$ cat src/rtl/rotate_recover.sv
// Serial rotation decoder: captures a rotated word and undoes the rotation one bit per clock.
// The recovered word is held on data_out until the downstream handshake.
//
// state  | meaning
// IDLE   | ready for a new word (in_ready=1)
// ROTATE | rotating the working word one position per clock
// DONE   | data_out valid, waiting for out_ready
module rotate_recover #(
  parameter int WIDTH = 4,
  parameter int SHW   = 2
) (
  input  logic             clk,
  input  logic             rst,
  input  logic             in_valid,
  output logic             in_ready,
  input  logic [WIDTH-1:0] data_in,
  input  logic [SHW-1:0]   shift_amt,
  input  logic             direction,
  output logic             out_valid,
  input  logic             out_ready,
  output logic [WIDTH-1:0] data_out,
  output logic             busy
);

  if (WIDTH != 2 ** SHW) begin : g_bad_params
    $error("rotate_recover: WIDTH must equal 2**SHW");
  end

  typedef enum logic [1:0] {
    IDLE   = 2'd0,
    ROTATE = 2'd1,
    DONE   = 2'd2
  } state_t;

  state_t           state, state_nxt;
  logic [WIDTH-1:0] word_q, word_nxt;
  logic [SHW-1:0]   cnt_q, cnt_nxt;
  logic             dir_q, dir_nxt;

  always_ff @(posedge clk) begin
    if (rst) begin
      state  <= IDLE;
      word_q <= '0;
      cnt_q  <= '0;
      dir_q  <= 1'b0;
    end else begin
      state  <= state_nxt;
      word_q <= word_nxt;
      cnt_q  <= cnt_nxt;
      dir_q  <= dir_nxt;
    end
  end

  // Undo runs opposite to the encoder: dir 0 -> rotate right, dir 1 -> rotate left.
  always_comb begin
    state_nxt = state;
    word_nxt  = word_q;
    cnt_nxt   = cnt_q;
    dir_nxt   = dir_q;
    case (state)
      IDLE: begin
        if (in_valid) begin
          word_nxt  = data_in;
          cnt_nxt   = shift_amt;
          dir_nxt   = direction;
          state_nxt = (shift_amt == '0) ? DONE : ROTATE;
        end
      end
      ROTATE: begin
        if (dir_q)
          word_nxt = {word_q[WIDTH-2:0], word_q[WIDTH-1]};
        else
          word_nxt = {word_q[0], word_q[WIDTH-1:1]};
        cnt_nxt = cnt_q - 1'b1;
        if (cnt_q == SHW'(1))
          state_nxt = DONE;
      end
      DONE: begin
        if (out_ready)
          state_nxt = IDLE;
      end
      default: state_nxt = IDLE;
    endcase
  end

  assign in_ready  = (state == IDLE);
  assign out_valid = (state == DONE);
  assign busy      = (state != IDLE);
  assign data_out  = word_q;

endmodule

$ cat config.mk
export PLATFORM = sky130hd
export DESIGN_NAME = rotate_recover
export DESIGN_NICKNAME = d
export VERILOG_FILES = /design/src/rtl/rotate_recover.sv
export SDC_FILE = /design/constraint.sdc
export NUM_CORES = 1
export LEC_CHECK = 0
export BUFFER_PORTS_ARGS = -buffer_cell sky130_fd_sc_hd__buf_2
export CAP_MARGIN = 20
export CORE_AREA = 2 2 39 41
export CTS_BUF_LIST = sky130_fd_sc_hd__clkbuf_4
export DETAILED_ROUTE_END_ITERATION = 8
export DIE_AREA = 0 0 41 43
export GPL_TIMING_DRIVEN = 0
export PLACE_DENSITY = 0.67
export SYNTH_ARGS = -nofsm -noshare
export SYNTH_HDL_FRONTEND = slang
export SYNTH_SLANG_ARGS = --single-unit
$ cat constraint.sdc
create_clock -name clk -period 1.62 [get_ports clk]
set_input_delay 0.081 -clock clk [delete_from_list [all_inputs] [get_ports clk]]
set_output_delay 0.081 -clock clk [all_outputs]
set_load 0.01 [all_outputs]
==> flow_summary_export.csv, run 1 <==
group,metric,value,unit
yosys,yosys_warnings,0,
place,hpwl,846,um
setup_path,endpoint_kind,"output pin",
power_and_ir_drop,irDropWorstVdd,450,uV
yosys,ys.flop_type,"dfxtp_1",
timing,maxSlewViolCount,0,
setup_path,reg2reg_to,"data_out[2]$_SDFFE_PP0P_",
setup_path,r2r_setup_slack,0.51,ns
yosys,async_reset_ff_share,0,%
timing,max_freq,835,MHz
timing,worst_slew_pin_slew,0.326,ns
clock_network,cts-hold-fix-buffers,0,
die,chipHeight,43,um
timing,finalSetupViolCount,0,
worst_hold_path,whs_endpoint,"dir_q$_SDFFE_PP0P_",
routing,drc_errors,0,
cells_and_area,drive_above_1_share,38.6,%
clock_network,postCtsSetupBuffers,0,
routing,route.vias.total,508,
global_route,grt_max_degree,11,
yosys,ys_seq_area_share,32.6,%
timing,timing.final.crit_share,73.9,%
power_and_ir_drop,p_int,0.000465,W
yosys,synth-xor-area-share,0,%
timing,hold_violations,0,
setup_path,r2r-start,"state[0]$_SDFFE_PP0P_",
yosys,synth_compound_area_share,30.3,%
global_route,antenna_found_initial,0,
power_and_ir_drop,power,0.000678,W
timing,final.min_clock_period,1.20,ns
timing,grt_setup_unrepaired,"no",
setup_path,crit_arrival,1.12,ns
setup_path,crit_required,1.54,ns
worst_hold_path,min_from,"direction",
setup_path,cpPeakStageDelay,0.30,ns
die,initial_core_util,40.0,%
clock_network,clock-root-buffer,"clkbuf_4",
power_and_ir_drop,p_leak,0.302,nW
clock_network,clock_sinks,9,
timing,tns,0,ns
die,pin_count,18,
clock_network,ctsResizeCount,0,
yosys,synth_simple_gate_area_share,22.6,%
clock_network,clock_path_buffers,2,
yosys,syn_area,553,um2
global_route,grt_pass1_wl,1.81,mm
power_and_ir_drop,combPwrFrac,31.8,%
power_and_ir_drop,switchingPower,0.000213,W
worst_hold_path,hold_depth,3,
flow_run,cap_violations,0,
timing,slew_headroom,78.1,%
yosys,synth_mux_area_share,3.85,%
place,gp_congestion,0.785,
yosys,ys_ff_latch,9,
clock_network,path_clk_slew,0.06,ns
clock_network,cts_buffers,3,
yosys,synth_top_family_by_area,"compound AO/OA/AOI/OAI gates",
die,chipWidth,41,um
power_and_ir_drop,pwr-share-clk,28.3,%
timing,fin_skew,0.000828,ns
run_status,outcome,"complete, no violations",
cells_and_area,final_core_util,49.4,%
routing,first_pass_iters,4,
global_route,track_usage,15.0,%
setup_path,crit_type,"flop to output pin",
setup_path,path_cells,"buf_6 -> or2_4 -> inv_2 -> buf_2",
setup_path,cp-start-kind,"flop",
cells_and_area,syn2layout_area_growth,23.5,%
clock_network,cts_tree,"yes",
die,dieArea,0.00176,mm2
routing,routed_wl,1.14,mm
power_and_ir_drop,p_seq_share,40.0,%
setup_path,crit_fanout,9,
worst_hold_path,hold_class,"input port to flop",
place,io_buffers,16,
cells_and_area,final_area,683,um2
cells_and_area,fillers,138,
yosys,syn_avg_cell_area,8.78,um2
setup_path,ff2ff_path_depth,4,
routing,drt_iter0_drc,3,
clock_network,insertion_delay,0.26,ns
die,row_count,14,
global_route,grt_pass1_vias,433,
yosys,synthCells,63,
yosys,syn_nets,75,
cells_and_area,nNetsFinal,96,
cells_and_area,n_antenna_cell,0,
routing,ant_nets,0,
global_route,grt-ovfl-total,0,
yosys,synth_cell_types,30,
timing,fin_hold_ws,0.0740,ns
routing,vias_per_cell,5.13,
routing,wire_per_inst,11.5,um
power_and_ir_drop,power.density,992,mW/mm2
power_and_ir_drop,switching_share,31.4,%
clock_network,h-tree-depth,1,
setup_path,worst_path_max_delay_cell,"dfxtp_1",
yosys,synthAdderAreaFrac,2.26,%
die,core-area,0.00138,mm2
place,dpl_cell_area,653,um2
yosys,synth_edf_count,0,
power by group through the flow:
| stage | Combinational, W | Sequential (W) | Clock, W |
|---|---|---|---|
| 2_1_floorplan | 0.000151 | 0.000277 | 0 |
| 3_3_place_gp | 0.000212 | 0.000275 | 0 |
| 3_5_place_dp | 0.000217 | 0.000275 | 0 |
| 4_1_cts | 0.000218 | 0.000270 | 0.000196 |
| 5_1_grt | 0.000238 | 0.000274 | 0.000215 |
| 6_report | 0.000215 | 0.000271 | 0.000192 |
worst max-delay path, delay by kind of cell (launching register included):
family | cells | cell delay [ns]
flip-flops | 1 | 0.30
buffers and inverters | 3 | 0.30
AND/OR/NAND/NOR | 1 | 0.25
per-layer routing:
| layer | vias up | track usage, % | part of all wire (%) |
|---|---|---|---|
| met5 | - | 0 | 0 |
| met4 | 0 | 10.0 | 1.3 |
| met3 | 2 | 3.14 | 5.0 |
| met2 | 14 | 20.3 | 43 |
| met1 | 226 | 20.5 | 51 |
| li1 | 266 | - | - |
cell families after synthesis:
kind of cell / Yosys count
compound gates: 19
mux: 2
simple gates: 23
flops: 9
fa+ha+maj: 1
buf+inv: 9
registers in the layout, indices dropped and copies added (netlist names):
name	cells
state	2
cnt_q	2
dir_q	1
data_out	4
worst max-delay path by stage:
stage	start	end	slack, ns	cells after the start
after floorplan	state[0]$_SDFFE_PP0P_	dir_q$_SDFFE_PP0P_	0.62	4
after global routing	state[0]$_SDFFE_PP0P_	data_out[2]$_SDFFE_PP0P_	0.34	4
after CTS	state[0]$_SDFFE_PP0P_	in_ready	0.41	4
final	state[0]$_SDFFE_PP0P_	in_ready	0.42	4
after detailed placement	state[0]$_SDFFE_PP0P_	cnt_q[1]$_SDFFE_PP0P_	0.52	4
after global placement	state[0]$_SDFFE_PP0P_	cnt_q[1]$_SDFFE_PP0P_	0.53	4
cell type report:
cell class	count	area [um2]	area share [%]
Clock buffer	4	30.0	4.40
Buffer	3	23.8	3.48
Sequential cell	9	180	26.4
Timing Repair Buffer	16	80.1	11.7
Inverter	6	22.5	3.30
Tap cell	16	20.0	2.93
Multi-Input combinational cell	45	327	47.8
through the flow:
step | std cells | worst slack (ns)
CTS | 99 | 0.411
global placement | 95 | 0.534
finish | 99 | 0.423
floorplan | 63 | 0.616
detailed placement | 95 | 0.519
global route | 99 | 0.344
cells in the final DEF, fill, tap and decap left out, drive strengths merged:
| cell type | netlist | routed |
|---|---|---|
| o21ai | 3 | 3 |
| or2 | 1 | 1 |
| dfxtp | 9 | 9 |
| inv | 6 | 6 |
| nor2b | 5 | 5 |
| and2b | 1 | 1 |
| clkbuf | 2 | 6 |
| a21oi | 2 | 2 |
| nor3b | 1 | 1 |
| nand3 | 1 | 1 |
| ha | 1 | 1 |
| a2bb2oi | 1 | 1 |
| a211oi | 5 | 5 |
| nand2b | 1 | 1 |
| nor2 | 6 | 6 |
| mux2 | 1 | 1 |
| o211ai | 1 | 1 |
| o22ai | 1 | 1 |
| a221oi | 1 | 1 |
| nor3 | 2 | 2 |
| nand2 | 5 | 5 |
| o21bai | 1 | 1 |
| buf | 1 | 17 |
| mux2i | 1 | 1 |
| o32ai | 4 | 4 |
cell usage after synthesis (2+ instances only):
library cell  count  area share (%)
nor3_1            2             1.8
dfxtp_1           9              33
nand2_1           5             3.4
a21oi_1           2             1.8
nor2_1            6             4.1
nor2b_1           5             5.7
a211oi_1          4             5.4
inv_1             5             3.4
o32ai_1           4             6.3
(Power assumes the default switching activity.)
==> run 2, diff against run 1 <==
--- a/config.mk
+++ b/config.mk
@@ -12,7 +12,7 @@
 export DETAILED_ROUTE_END_ITERATION = 8
 export DIE_AREA = 0 0 41 43
 export GPL_TIMING_DRIVEN = 0
-export PLACE_DENSITY = 0.67
+export PLACE_DENSITY = 0.7
 export SYNTH_ARGS = -nofsm -noshare
 export SYNTH_HDL_FRONTEND = slang
 export SYNTH_SLANG_ARGS = --single-unit
==> constraint.sdc (replaced) <==
create_clock -name clk -period 1 [get_ports clk]
set_input_delay 0.05 -clock clk [delete_from_list [all_inputs] [get_ports clk]]
set_output_delay 0.05 -clock clk [all_outputs]
set_load 0.01 [all_outputs]
==> run 2 against run 1 <==
  * The run now ends with setup timing left
  * Non-clock buffer count up 5
  * Largest cell class unchanged
  * Clock skew grew 0.0049 ns
  * Power rose by 80%
  * Register-to-register slack worse by 0.70 ns
  * Via count rose by 9.1%
  * Die area is the same
  * Sequential share of layout area down 3.5 points
  * Critical path type is now flop to flop
  * Routed wire length increased by 18%
  * Core utilization grew 8.3 points
  * Sequential cell count unchanged
==> flow_summary_export.csv, run 2 (same netlist as run 1, synthesis figures left out) <==
group,metric,value,unit
timing,max_freq,844,MHz
timing,setup_ws,-0.185,ns
clock_network,path_clk_slew,0.07,ns
cells_and_area,n_antenna_cell,0,
global_route,use_met1,21.4,%
place,dpl_cell_area,653,um2
place,io_buffers,16,
timing,finalSetupViolCount,12,
timing,fin_hold_ws,0.0332,ns
timing,hold_violations,0,
cells_and_area,layout_commonest_cell,"buf_2",
power_and_ir_drop,power,0.00122,W
setup_path,r2r-start,"state[0]$_SDFFE_PP0P_",
clock_network,cts_tree,"yes",
routing,wire_per_inst,13.0,um
timing,worst_slew_pin_slew,0.511,ns
power_and_ir_drop,p_int,0.000823,W
global_route,met2_usage,28.7,%
run_status,outcome,"finished with violations",
clock_network,clock-root-buffer,"clkbuf_4",
timing,fin_skew,0.00574,ns
power_and_ir_drop,switchingPower,0.000396,W
cells_and_area,syn2layout_area_growth,44.3,%
place,post-place-ws,-0.0985,ns
power_and_ir_drop,switching_share,32.5,%
routing,routed_wl,1.35,mm
cells_and_area,drive_above_1_share,59.1,%
cells_and_area,final_area,798,um2
clock_network,cts_buffers,3,
global_route,grt.met3_usage,4.71,%
routing,ant_nets,0,
routing,drc_errors,0,
routing,vias_per_cell,5.33,
timing,slew_headroom,65.7,%
timing,grt_setup_unrepaired,"yes",
die,chipWidth,41,um
routing,route.vias.total,554,
worst_hold_path,hold_class,"input port to flop",
global_route,grt_pass1_wl,2.17,mm
clock_network,clock_path_buffers,2,
global_route,track_usage,18.3,%
power_and_ir_drop,irDropWorstVdd,704,uV
power_and_ir_drop,combPwrFrac,37.6,%
setup_path,crit_fanout,5,
cells_and_area,mostFrequentLayoutCells,"buf_2 (15), dfxtp_1 (7), inv_1 (5), nor2b_1 (5), clkbuf_4 (5)",
run_status,violations,"setup timing",
die,pin_count,18,
routing,drt_iter0_drc,4,
worst_hold_path,min_from,"direction",
die,row_count,14,
place,hpwl,858,um
cells_and_area,largest_reg_flops,4,
power_and_ir_drop,p_seq_share,36.3,%
die,chipHeight,43,um
clock_network,cts-hold-fix-buffers,0,
power_and_ir_drop,p_leak,0.350,nW
place,gp_congestion,0.798,
setup_path,endpoint_kind,"flop",
setup_path,crit_type,"flop to flop",
global_route,busiest_layer,"met2",
clock_network,h-tree-depth,1,
power_and_ir_drop,power.density,1530,mW/mm2
clock_network,insertion_delay,0.27,ns
die,dieArea,0.00176,mm2
clock_network,clock_sinks,9,
setup_path,crit_required,1.13,ns
setup_path,startpoint,"state[0]$_SDFFE_PP0P_",
timing,maxSlewViolCount,0,
global_route,grt-ovfl-total,0,
global_route,antenna_found_initial,0,
power_and_ir_drop,pwr-share-clk,26.2,%
timing,final.min_clock_period,1.19,ns
setup_path,cp-start-kind,"flop",
global_route,grt_pass1_vias,523,
flow_run,cap_violations,0,
routing,first_pass_iters,4,
setup_path,crit_arrival,1.31,ns
cells_and_area,nNetsFinal,101,
die,initial_core_util,40.0,%
timing,timing.final.crit_share,119,%
die,core-area,0.00138,mm2
global_route,grt_max_degree,11,
==> run 2: area by class of cell <==
type / count / area (um2)
fill: 132 / 586
multi-input combinational: 45 / 388
sequential: 9 / 183
timing repair buffer: 21 / 131
clock buffer: 4 / 30.0
buffer: 3 / 23.8
inverter: 6 / 22.5
tap: 16 / 20.0
==> run 2: stage by stage <==
stage | util [%] | setup TNS (ns) | instances
after floorplan | - | 0 | 63
after global placement | 47.2 | -0.335 | 95
after detailed placement | 47.2 | -0.440 | 95
after CTS | 53.6 | -1.08 | 103
after global routing | 57.7 | -2.08 | 104
final | 57.7 | -1.47 | 104
==> run 2: path summary, 6_finish.rpt <==
kind | cells after the start | slack, ns | endpoint
max | 3 | -0.19 | data_out[1]$_SDFFE_PP0P_
min reg2reg | 2 | 0.49 | cnt_q[1]$_SDFFE_PP0P_
max reg2reg | 3 | -0.19 | data_out[1]$_SDFFE_PP0P_
min | 3 | 0.03 | dir_q$_SDFFE_PP0P_
==> run 2: timing repair <==
item / 4_1_cts / 5_1_grt
pin swaps: 2 / 2
resized for setup: 9 / 10
endpoints found under the setup margin: 12 / 12
buffers inserted: 3 / 1
gates cloned: 1 / 0
==> run 2: critical path: stages, from the launching register on <==
cell	delay [ns]
dfxtp_2	0.32
buf_6	0.13
o21ai_1	0.43
o32ai_2	0.17
==> run 2: routing by layer <==
metal  vias up  part of all wire (%)
li1        275                     -
met1       262                    42
met2        13                    52
met3         4                   3.4
met4         0                   2.7
met5         -                     0
==> run 2: power by group through the flow <==
stage          Clock [W]  Sequential [W]  Combinational [W]
6_report        0.000319        0.000442           0.000458
5_1_grt         0.000347        0.000450           0.000501
4_1_cts         0.000325        0.000441           0.000413
3_5_place_dp           0        0.000446           0.000352
3_3_place_gp           0        0.000446           0.000344
2_1_floorplan          0        0.000449           0.000245
==> run 3, diff against run 2 <==
--- a/config.mk
+++ b/config.mk
@@ -12,7 +12,7 @@
 export DETAILED_ROUTE_END_ITERATION = 8
 export DIE_AREA = 0 0 41 43
 export GPL_TIMING_DRIVEN = 0
-export PLACE_DENSITY = 0.7
+export PLACE_DENSITY = 0.67
 export SYNTH_ARGS = -nofsm -noshare
 export SYNTH_HDL_FRONTEND = slang
 export SYNTH_SLANG_ARGS = --single-unit
==> constraint.sdc (replaced) <==
create_clock -name clk -period 1.2 [get_ports clk]
set_input_delay 0.06 -clock clk [delete_from_list [all_inputs] [get_ports clk]]
set_output_delay 0.06 -clock clk [all_outputs]
set_load 0.01 [all_outputs]
==> run 3 against run 2 <==
  * The flow now finishes without violations
  * Clock skew down 0.0051 ns
  * Worst hold slack better by 0.019 ns
  * Register-to-register slack better by 0.28 ns
  * Critical path depth up 1
==> flow_summary_export.csv, run 3 (same netlist as run 1, synthesis figures left out) <==
group,metric,value,unit
clock_network,cts-hold-fix-buffers,0,
clock_network,h-tree-depth,1,
clock_network,postCtsSetupBuffers,0,
setup_path,worst_path_max_delay_cell,"dfxtp_2",
flow_run,cap_violations,0,
power_and_ir_drop,power.density,1330,mW/mm2
routing,first_pass_iters,4,
timing,timing.final.crit_share,97.6,%
setup_path,cp_common_cell,"buf_6",
clock_network,clock_sinks,9,
setup_path,path_depth,4,
timing,max_freq,854,MHz
cells_and_area,final_core_util,50.5,%
die,row_count,14,
routing,ant_nets,0,
power_and_ir_drop,p_leak,0.310,nW
worst_hold_path,hold_class,"input port to flop",
timing,fin_hold_ws,0.0523,ns
cells_and_area,drive_above_1_share,42.9,%
cells_and_area,nNetsFinal,97,
cells_and_area,layout_commonest_cell,"buf_2",
timing,hold_violations,0,
global_route,grt-ovfl-total,0,
setup_path,crit_buf_inv,3,
timing,maxSlewViolCount,0,
cells_and_area,largest_reg_flops,4,
setup_path,cpPeakStageDelay,0.32,ns
global_route,grt_pass1_vias,433,
die,chipHeight,43,um
place,io_buffers,16,
place,hpwl,846,um
cells_and_area,final_area,698,um2
clock_network,clock_path_buffers,2,
die,pin_count,18,
routing,route.vias.total,517,
global_route,grt_pass1_wl,1.81,mm
cells_and_area,mostFrequentLayoutCells,"buf_2 (16), dfxtp_1 (7), nor2_1 (6)",
power_and_ir_drop,irDropWorstVdd,608,uV
global_route,antenna_found_initial,0,
cells_and_area,final_cells,100,
place,gp_congestion,0.785,
clock_network,cts_buffers,3,
clock_network,path_clk_slew,0.06,ns
setup_path,ff2ff_path_depth,4,
timing,worst_slew_pin_slew,0.323,ns
die,initial_core_util,40.0,%
worst_hold_path,hold_depth,3,
routing,wire_per_inst,11.8,um
routing,vias_per_cell,5.17,
clock_network,insertion_delay,0.26,ns
clock_network,cts_tree,"yes",
timing,fin_skew,0.000659,ns
global_route,grt_max_degree,11,
global_route,met2_usage,20.3,%
routing,drc_errors,0,
clock_network,clock-root-buffer,"clkbuf_4",
global_route,busiest_layer,"met1",
timing,slew_headroom,78.3,%
global_route,track_usage,15.0,%
setup_path,cp-start-kind,"flop",
cells_and_area,syn2layout_area_growth,26.2,%
setup_path,crit_arrival,1.11,ns
global_route,use_met1,20.5,%
setup_path,crit_fanout,5,
place,dpl_cell_area,653,um2
place,dpl.cell_count,95,
timing,final.min_clock_period,1.17,ns
setup_path,crit_required,1.14,ns
die,dieArea,0.00176,mm2
die,core-area,0.00138,mm2
run_status,outcome,"complete, no violations",
setup_path,crit_type,"flop to output pin",
cells_and_area,n_antenna_cell,0,
timing,grt_setup_unrepaired,"yes",
global_route,grt.met3_usage,3.14,%
routing,routed_wl,1.18,mm
setup_path,crit_family,"flip-flops",
setup_path,endpoint_kind,"output pin",
routing,drt_iter0_drc,3,
die,chipWidth,41,um
setup_path,path_cells,"buf_6 -> or2_4 -> inv_2 -> buf_6",
timing,finalSetupViolCount,0,
==> run 3: cell types whose count changed in the layout (fill, tap and decap cells not counted), sizes merged <==
cell  delta
buf      -4
==> run 3: metal layers <==
layer	up-vias	wire, um
met2	14	522
met4	0	15
met3	2	55
li1	268	-
met1	233	581
met5	-	0
==> run 3: per-stage QoR <==
| stage | setup TNS [ns] | setup WS (ns) | power [W] |
|---|---|---|---|
| 6_report | 0 | 0.0291 | 0.000930 |
| 5_1_grt | -0.0290 | -0.0257 | 0.000998 |
| 4_1_cts | 0 | 0.0124 | 0.000923 |
| 3_5_place_dp | 0 | 0.0989 | 0.000665 |
| 3_3_place_gp | 0 | 0.114 | 0.000658 |
| 2_1_floorplan | 0 | 0.196 | 0.000578 |
==> run 3: worst paths after layout <==
check,end,from,slack [ns]
setup / recovery,in_ready,state[0]$_SDFFE_PP0P_,0.03
hold / removal,dir_q$_SDFFE_PP0P_,direction,0.05
setup reg to reg,cnt_q[1]$_SDFFE_PP0P_,state[0]$_SDFFE_PP0P_,0.09
hold reg to reg,cnt_q[1]$_SDFFE_PP0P_,cnt_q[1]$_SDFFE_PP0P_,0.49
==> run 3: repair_timing <==
item | 4_1_cts | 5_1_grt
endpoints found under the setup margin | 0 | 5
hold endpoints to repair | 0 | 0
resized for setup | 0 | 4
==> run 3: where the power goes <==
group          leakage (nW)  switching, W  internal [W]
clock                0.0184      0.000108      0.000151
sequential           0.0751     0.0000310      0.000338
combinational         0.217      0.000152      0.000151
==> run 3: worst reg2reg max path, delay by kind of cell (launching register included) <==
family	cells	cell delay (ns)
flops	1	0.32
compound gates	3	0.58
buf+inv	1	0.13
==> run 3: layout make-up <==
class,count,area (um2)
repair buffers,17,91.3
clock buffers,4,30.0
well taps,16,20.0
fillers,140,686
plain buffers,3,23.8
inverters,6,22.5
flip-flops and latches,9,183
multi-input cells,45,328
